==> config.mk <==
export PLATFORM = sky130hd
export DESIGN_NAME = apb_intercon_v3
export DESIGN_NICKNAME = d
export VERILOG_FILES = /design/src/rtl/apb_intercon_v3_pkg.sv /design/src/rtl/apb_ic_arbiter_rr.sv /design/src/rtl/apb_intercon_v3.sv
export SDC_FILE = /design/constraint.sdc
export NUM_CORES = 1
export LEC_CHECK = 0
export CORE_AREA = 10 10 206 208
export CTS_CLUSTER_DIAMETER = 120
export DETAILED_ROUTE_END_ITERATION = 7
export DIE_AREA = 0 0 216 218
export HOLD_SLACK_MARGIN = 0.08
export PLACE_DENSITY = 0.48
export SLEW_MARGIN = 20
export SYNTH_ARGS = -nofsm -noshare
export SYNTH_HDL_FRONTEND = slang
export SYNTH_SLANG_ARGS = --single-unit
==> constraint.sdc <==
create_clock -name clk -period 3.5 [get_ports clk]
set_clock_uncertainty 0.1 [all_clocks]
set_input_delay 0.7 -clock clk [delete_from_list [all_inputs] [get_ports clk]]
set_output_delay 0.7 -clock clk [all_outputs]
set_load 0.05 [all_outputs]
==> src/rtl/apb_intercon_v3_pkg.sv <==
// Shared definitions for the APB interconnect: FSM encoding, arbitration modes and
// the width rule for the optional ACCESS watchdog counter.
package apb_intercon_v3_pkg;

  typedef enum logic [1:0] {
    StIdle   = 2'd0,
    StSetup  = 2'd1,
    StAccess = 2'd2,
    StErr    = 2'd3
  } apb_ic_state_e;

  localparam int unsigned APB_ARB_RR    = 0;
  localparam int unsigned APB_ARB_FIXED = 1;

  localparam int unsigned APB_IC_TIMEOUT_W = 8;

  // Counter is 8 bits unless the limit needs more, capped at 16.
  function automatic int unsigned timeout_width(int unsigned cycles);
    return (cycles > 255) ? 16 : APB_IC_TIMEOUT_W;
  endfunction

endpackage

==> src/rtl/apb_ic_arbiter_rr.sv <==
// Request arbiter for the APB interconnect: round-robin or fixed-priority one-hot grant.
// The round-robin pointer only moves when the owner takes a grant (advance_i).
module apb_ic_arbiter_rr #(
  parameter int unsigned N = 4
) (
  input  logic         clk,
  input  logic         reset_n,
  input  logic [N-1:0] reqs_i,
  input  logic         advance_i,
  input  logic         mode_i,
  output logic [N-1:0] grant_o
);

  if (N == 1) begin : g_single
    assign grant_o = 1'b1;
    logic unused_arb;
    assign unused_arb = ^{clk, reset_n, reqs_i, advance_i, mode_i};
  end else begin : g_multi
    localparam int unsigned IdxW = $clog2(N);

    logic [IdxW-1:0] ptr_q, ptr_d;

    always_comb begin
      int unsigned start;
      int unsigned idx;
      int unsigned gidx;
      logic        found;
      grant_o = '0;
      found   = 1'b0;
      gidx    = 0;
      // Fixed priority is round-robin with the search anchored at master 0.
      start   = mode_i ? 0 : int'(ptr_q);
      for (int unsigned off = 0; off < N; off++) begin
        idx = start + off;
        if (idx >= N) idx = idx - N;
        if (!found && reqs_i[idx]) begin
          grant_o[idx] = 1'b1;
          gidx         = idx;
          found        = 1'b1;
        end
      end
      ptr_d = ptr_q;
      if (advance_i && found) begin
        ptr_d = (gidx == N - 1) ? '0 : IdxW'(gidx + 1);
      end
    end

    always_ff @(posedge clk or negedge reset_n) begin
      if (!reset_n) begin
        ptr_q <= '0;
      end else begin
        ptr_q <= ptr_d;
      end
    end
  end

endmodule

==> src/rtl/apb_intercon_v3.sv <==
// Registered multi-master APB interconnect: latches one granted request, replays SETUP/ACCESS
// to the decoded slave and routes the response back. Optional watchdog: APB_IC_TIMEOUT_EN.
module apb_intercon_v3
  import apb_intercon_v3_pkg::*;
#(
  parameter int unsigned BUS_WIDTH      = 16,
  parameter int unsigned DATA_WIDTH     = 16,
  parameter int unsigned MASTER_PORTS   = 4,
  parameter int unsigned SLAVE_PORTS    = 16,
  parameter int unsigned ADDR_MSB       = 7,
  parameter int unsigned ADDR_LSB       = 4,
  parameter int unsigned ARB_MODE       = 0,
  parameter int unsigned TIMEOUT_CYCLES = 255,
  localparam int unsigned PSEL_RANGE    = 2 ** (ADDR_MSB - ADDR_LSB + 1)
) (
  input  logic                               clk,
  input  logic                               reset_n,
  input  logic [MASTER_PORTS*BUS_WIDTH-1:0]  S_PADDR,
  input  logic [MASTER_PORTS-1:0]            S_PWRITE,
  input  logic [MASTER_PORTS-1:0]            S_PSELx,
  input  logic [MASTER_PORTS-1:0]            S_PENABLE,
  input  logic [MASTER_PORTS*DATA_WIDTH-1:0] S_PWDATA,
  output logic [MASTER_PORTS*DATA_WIDTH-1:0] S_PRDATA,
  output logic [MASTER_PORTS-1:0]            S_PREADY,
  output logic [MASTER_PORTS-1:0]            S_PSLVERR,
  output logic [BUS_WIDTH-1:0]               M_PADDR,
  output logic                               M_PWRITE,
  output logic [PSEL_RANGE-1:0]              M_PSELx,
  output logic                               M_PENABLE,
  output logic [DATA_WIDTH-1:0]              M_PWDATA,
  input  logic [PSEL_RANGE*DATA_WIDTH-1:0]   M_PRDATA,
  input  logic [PSEL_RANGE-1:0]              M_PREADY,
  input  logic [PSEL_RANGE-1:0]              M_PSLVERR
);

  localparam int unsigned SlotW = ADDR_MSB - ADDR_LSB + 1;
  localparam int unsigned GIdxW = (MASTER_PORTS > 1) ? $clog2(MASTER_PORTS) : 1;

  apb_ic_state_e          state_q, state_d;
  logic [GIdxW-1:0]       g_q, g_d;
  logic [BUS_WIDTH-1:0]   addr_q, addr_d;
  logic                   write_q, write_d;
  logic [DATA_WIDTH-1:0]  wdata_q, wdata_d;
  logic [SlotW-1:0]       slot_q, slot_d;

  logic [MASTER_PORTS-1:0] arb_grant;
  logic [GIdxW-1:0]        arb_idx;
  logic                    advance;
  logic                    slv_ready;
  logic                    req_held;
  logic                    to_expire;

  logic unused_penable;
  assign unused_penable = ^S_PENABLE;

  assign advance   = (state_q == StIdle) && (|S_PSELx);
  assign slv_ready = M_PREADY[slot_q];
  // A requester that has let go of PSEL gets no response; the slave side still completes.
  assign req_held  = S_PSELx[g_q];

  apb_ic_arbiter_rr #(
    .N(MASTER_PORTS)
  ) u_arb (
    .clk      (clk),
    .reset_n  (reset_n),
    .reqs_i   (S_PSELx),
    .advance_i(advance),
    .mode_i   (ARB_MODE == APB_ARB_FIXED),
    .grant_o  (arb_grant)
  );

  always_comb begin
    arb_idx = '0;
    for (int unsigned i = 0; i < MASTER_PORTS; i++) begin
      if (arb_grant[i]) arb_idx = GIdxW'(i);
    end
  end

`ifdef APB_IC_TIMEOUT_EN
  localparam int unsigned ToW = timeout_width(TIMEOUT_CYCLES);

  logic [ToW-1:0] to_cnt_q, to_cnt_d;

  // Cleared outside ACCESS, so every ACCESS phase starts counting from zero.
  assign to_cnt_d  = (state_q == StAccess && !slv_ready) ? to_cnt_q + 1'b1 : '0;
  assign to_expire = (32'(to_cnt_q) >= TIMEOUT_CYCLES - 1);

  always_ff @(posedge clk or negedge reset_n) begin
    if (!reset_n) begin
      to_cnt_q <= '0;
    end else begin
      to_cnt_q <= to_cnt_d;
    end
  end
`else
  assign to_expire = 1'b0;
`endif

  always_comb begin
    state_d = state_q;
    g_d     = g_q;
    addr_d  = addr_q;
    write_d = write_q;
    wdata_d = wdata_q;
    slot_d  = slot_q;
    case (state_q)
      StIdle: begin
        if (|S_PSELx) begin
          g_d     = arb_idx;
          addr_d  = S_PADDR[int'(arb_idx)*BUS_WIDTH +: BUS_WIDTH];
          write_d = S_PWRITE[arb_idx];
          wdata_d = S_PWDATA[int'(arb_idx)*DATA_WIDTH +: DATA_WIDTH];
          slot_d  = addr_d[ADDR_MSB:ADDR_LSB];
          state_d = (32'(slot_d) < SLAVE_PORTS) ? StSetup : StErr;
        end
      end
      StSetup:  state_d = StAccess;
      StAccess: begin
        if (slv_ready) begin
          state_d = StIdle;
        end else if (to_expire) begin
          state_d = StErr;
        end
      end
      StErr:    state_d = StIdle;
      default:  state_d = StIdle;
    endcase
  end

  always_ff @(posedge clk or negedge reset_n) begin
    if (!reset_n) begin
      state_q <= StIdle;
      g_q     <= '0;
      addr_q  <= '0;
      write_q <= 1'b0;
      wdata_q <= '0;
      slot_q  <= '0;
    end else begin
      state_q <= state_d;
      g_q     <= g_d;
      addr_q  <= addr_d;
      write_q <= write_d;
      wdata_q <= wdata_d;
      slot_q  <= slot_d;
    end
  end

  assign M_PADDR  = addr_q;
  assign M_PWRITE = write_q;
  assign M_PWDATA = wdata_q;

  always_comb begin
    M_PSELx   = '0;
    M_PENABLE = 1'b0;
    S_PREADY  = '0;
    S_PSLVERR = '0;
    S_PRDATA  = '0;
    case (state_q)
      StSetup: M_PSELx[slot_q] = 1'b1;
      StAccess: begin
        M_PSELx[slot_q] = 1'b1;
        M_PENABLE       = 1'b1;
        if (slv_ready && req_held) begin
          S_PREADY[g_q]  = 1'b1;
          S_PSLVERR[g_q] = M_PSLVERR[slot_q];
          S_PRDATA[int'(g_q)*DATA_WIDTH +: DATA_WIDTH] =
              M_PRDATA[int'(slot_q)*DATA_WIDTH +: DATA_WIDTH];
        end
      end
      StErr: begin
        if (req_held) begin
          S_PREADY[g_q]  = 1'b1;
          S_PSLVERR[g_q] = 1'b1;
        end
      end
      default: ;
    endcase
  end

endmodule

Word level (Yosys, flattened, before mapping)
Index checks and enable logic that the tools add are counted.

word-level totals
  bits in writable memories = 0
  bits in latches = 0
  memories kept = 0
  memory bits (read-only) = 0
  register bits = 43
  logic and storage cells = 129
  bits of input ports = 430

operators by class
  bitwise gates (word level) = 5
  multipliers = 0
  equality and inequality tests = 6
  divide/modulo/power cells = 0
  muxes and demuxes = 60
  shift operators = 5
  $add $sub $neg = 9
  reduce and logical (&&, ||, !) cells = 20
  order comparisons = 17

operators with widths
  kind                        count
  $mux W32                    8
  $shiftx A256 B9 Y16         1
  $ge A32 B1 Y1 const B       4
  $lt A32 B3 Y1 const B       4
  $mux W64                    2
  $shiftx A64 B7 Y16          2
  $ge A32 B3 Y1 const B       3
  $sub A32 B3 Y32 const B     3
  $and A64 B64 Y64            1
  $shift A16 B34 Y64 const A  1
  $shiftx A16 B34 Y64         1
  $neg A6 Y34                 1
  $eq A32 B2 Y1 const B       1
  $mux W4                     7
  $mux W1                     20
  $mux W16                    1
  $pmux W4 S2                 2
  $bmux W1 S2                 6
  $logic_and A1 B1 Y1         12
  $or A4 B4 Y4                3
  $demux W1 S2                5
  $mux W2                     5
  $bmux W1 S4                 2
  $pmux W2 S4                 1
  20 further kinds            26

Longest topological paths before layout
  depth in word-level cells = 19
  mapped depth = 14
  mapped depth without buffers = 11

Hierarchy
A second synthesis with hierarchy kept.

unflattened totals
  cells, all modules = 610
  area, all modules = 6222.2 sq um

modules (own cells, without submodules)
  module             instances  cells an instance  area an instance (sq um)  sequential area each (sq um)
  apb_intercon_v3    1          541                5620.4                    925.9
  apb_ic_arbiter_rr  1          69                 601.8                     50.0

Worst setup path before layout
No wires, ideal clock.

  path type = flip-flop to output port
  start point = register M_PADDR[5] (netlist name)
  end point = output S_PRDATA[46]
  cell stages (with the launch flop) = 8
  path buffers = 3
  data required time = 2.700 ns
  slack = -0.887 ns
  arrival time = 3.587 ns
  path through = dfrtp_1 -> buf_2 -> buf_1 -> clkbuf_1 -> mux4_2 -> mux4_2 -> inv_1 -> nor4_1

RTL lines
  item       line                   source
  to (decl)  apb_intercon_v3.sv:23  output logic [MASTER_PORTS*DATA_WIDTH-1:0] S_PRDATA,

==> metrics <==
status complete, but fails checks; violations in the final reports setup timing; clk sinks 39; number of library cell types mapped by synthesis 48; CTS tree yes; final worst-path cycle share 1.03; Final setup viols 72; Critical Path RT around 2.7 ns; Top Usage Layer GRT met2; Reg area ~990 sq um; most frequent cells after synthesis mux4_2, and2_1, nor2_1; Skew-Pair Late Insertion Delay slightly below 0.3 ns; share of cells above drive strength 1 0.320; die area between 0.04 and 0.05 sq mm; GRT Total Usage 0.196; drt total wl 49.2 mm; Worst slew margin 0.461; count leader, synth mux4_2; Yosys reg bits 39; final std cells w/o fill 1769; nature of the critical path startpoint flip-flop; Critical Path End Type output pin; Synth top area share 0.326; Longest Clk Path Bufs 2; Layout area overhead 120%; Switch Pwr roughly 5.1 mW; PwrDens about 720 mW/mm^2; pin count of the biggest net entering global routing between 60 and 70; Sw Ratio 0.497; Seq/Total Area, Yosys 0.150; worst slew pin tran between 0.8 and 0.9 ns; WL per Instance ~28 um; post-synth net total around 1100; Initial Utilization 0.170; root buffer cell clkbuf_16; number of port buffers approximately 550; critical path type reg2out; Main synth FF type dfrtp_1; RSZ-0062 raised after global routing yes; Vias/cell 4.66; core area 0.0383 sq mm; initial DRC count ~400; Reg clk slew, reported paths approximately 0.07 ns; max-slew violations 0; Combinational Power Share 0.855; first-pass GRT wire length slightly below 70 mm; final instance area 0.0143 sq mm; Internal Power about 5.2 mW; YS warnings 0; number of flops mapped to enable cells by yosys 0; drt pass-1 iters 5; HPWL Detailed 40.8 mm; HP Class in2async; met2 GRT Util 0.367; number of global-route vias before repair between 8000 and 9000; VDD IR max about 330 uV; main area contributors after synthesis mux4_2, dfrtp_1, a221oi_2, and2_1, ha_1; Synth area leader mux4_2; met3 global-route usage 0.0660; Placed Area roughly 0.013 sq mm; Multi-input gate area about 0.0053 sq mm; Post-Place Setup Slack -0.466 ns; CP Data Arrival Time approximately 2.8 ns; leakage roughly 5.6 nW; fmax between 0.2 and 0.3 GHz; # fillers between 3000 and 4000; Async SR Flop Fraction 1.00; final worst slack -0.0894 ns; htree depth 2; placed insts around 1700; grt total ovfl 0; Num CTS Buffers 5; Reg power frac 0.089; DIE HEIGHT about 220 um; vias approximately 8000; max_cap viols 0; Final min period around 3.6 ns; chip width 216 um; Clock Power Share 0.056; drt drc 0; mean post-synth cell area 9.58 sq um; layout net count around 1700; FP Rows around 70; Mapped Area approximately 0.0065 sq mm; Synth Instances between 600 and 700; antenna violations before repair 13; num ports 552; ANT nets after route 0; placer congestion estimate approximately 0.91; grt met1 use 0.208; crit-path max FO 6; final hold vios 0
[metrics by stage]
step	hold WS (ns)	utilization	TNS (ns)	power (mW)
2_1_floorplan	0.304	-	-1.17	6.08
3_3_place_gp	0.406	0.349	-24.96	9.11
3_5_place_dp	0.417	0.349	-25.74	9.13
4_1_cts	0.410	0.369	-6.62	10.3
5_1_grt	0.445	0.374	-8.08	11.0
6_report	0.382	0.374	-4.51	10.3
[power by group through the flow]
| stage | clock [mW] | combinational [mW] | sequential [mW] |
|---|---|---|---|
| 2_1_floorplan | 0 | 4.53 | 1.55 |
| 3_3_place_gp | 0 | 8.20 | 0.916 |
| 5_1_grt | 0.603 | 9.39 | 0.963 |
| 4_1_cts | 0.595 | 8.80 | 0.927 |
| 3_5_place_dp | 0 | 8.21 | 0.925 |
| 6_report | 0.574 | 8.84 | 0.925 |
[final timing paths]
| kind | cells after the start | start | to | slack, ns |
|---|---|---|---|---|
| max | 8 | M_PADDR[4]$_DFFE_PN0P_ | S_PRDATA[37] | -0.09 |
| min | 1 | reset_n | M_PWDATA[8]$_DFFE_PN0P_ | 0.38 |
| max reg2reg | 10 | u_arb.g_multi.ptr_q[1]$_DFFE_PN0P_ | M_PWDATA[0]$_DFFE_PN0P_ | 0.37 |
| min in group clk | 2 | M_PWDATA[12]$_DFFE_PN0P_ | M_PWDATA[12]$_DFFE_PN0P_ | 0.43 |
| max in group asynchronous | 2 | reset_n | g_q[0]$_DFFE_PN0P_ | 2.24 |
| min reg2reg | 2 | M_PWDATA[12]$_DFFE_PN0P_ | M_PWDATA[12]$_DFFE_PN0P_ | 0.43 |
[repair_timing]
action                     4_1_cts  5_1_grt
pin swaps                        8        9
setup buffers                   21        5
gates resized for setup        140       39
hold buffers                     0        0
setup endpoints to repair       72       73
gates cloned                     5        2
[registers in the layout, summed over array words and instances (netlist names)]
name	flops
M_PWDATA	16
M_PADDR	16
state_q	2
g_q	2
M_PWRITE	1
u_arb.g_multi.ptr_q	2
[worst max-delay path, stage by stage, from the launching register on]
cell and delay [ns]:
dfrtp_4 0.53, buf_12 0.16, buf_16 0.14, clkbuf_16 0.16, buf_12 0.12, mux4_2 0.42, mux4_2 0.59, and2_1 0.19
buf_6 0.15
[metal layers]
| metal | part of all wire | up-vias | wire length [um] |
|---|---|---|---|
| met5 | 0.00075 | - | 37 |
| met4 | 0.017 | 6 | 838 |
| met3 | 0.089 | 40 | 4380 |
| met2 | 0.54 | 418 | 26500 |
| met1 | 0.35 | 4041 | 17500 |
| li1 | - | 3732 | - |
[cell type report]
type,count,share of cell area
well taps,518,0.0453
flip-flops and latches,39,0.0689
inverters,41,0.0109
clock buffers,6,0.00971
repair buffers,632,0.492
diodes,4,0.000700
multi-input cells,527,0.370
clock inverters,2,0.00245
[cells in the final DEF, fill, tap and decap left out, drive strengths merged, types with 4 or more instances in the layout]
cell           netlist  routed
a221oi              35      35
and2                57      57
nor2b               19      19
clkdlybuf4s15        0       7
inv                 41      41
nor3                39      39
clkdlybuf4s50        0     442
mux2i                6       6
a31oi               36      36
buf                 41     177
nand3b               5       5
clkbuf              31       8
or3b                 4       4
diode                0       4
a21oi               39      39
mux4                94      94
o21ai               44      44
dfrtp               39      39
nand2               44      44
nor4                 4       4
nor2                49      49
ha                  20      20
[kinds of logic (layout without fill, tap and decap cells)]
kind of cell / after synthesis / in the layout / synth area share
simple gates: 236 / 236 / 0.192
compound gates: 169 / 169 / 0.200
buf+inv: 113 / 681 / 0.0820
mux: 102 / 102 / 0.338
flops: 39 / 39 / 0.150
fa+ha+maj: 20 / 20 / 0.0385
other cells: 0 / 4 / 0
Note: power is estimated with default switching activity, not from simulation.
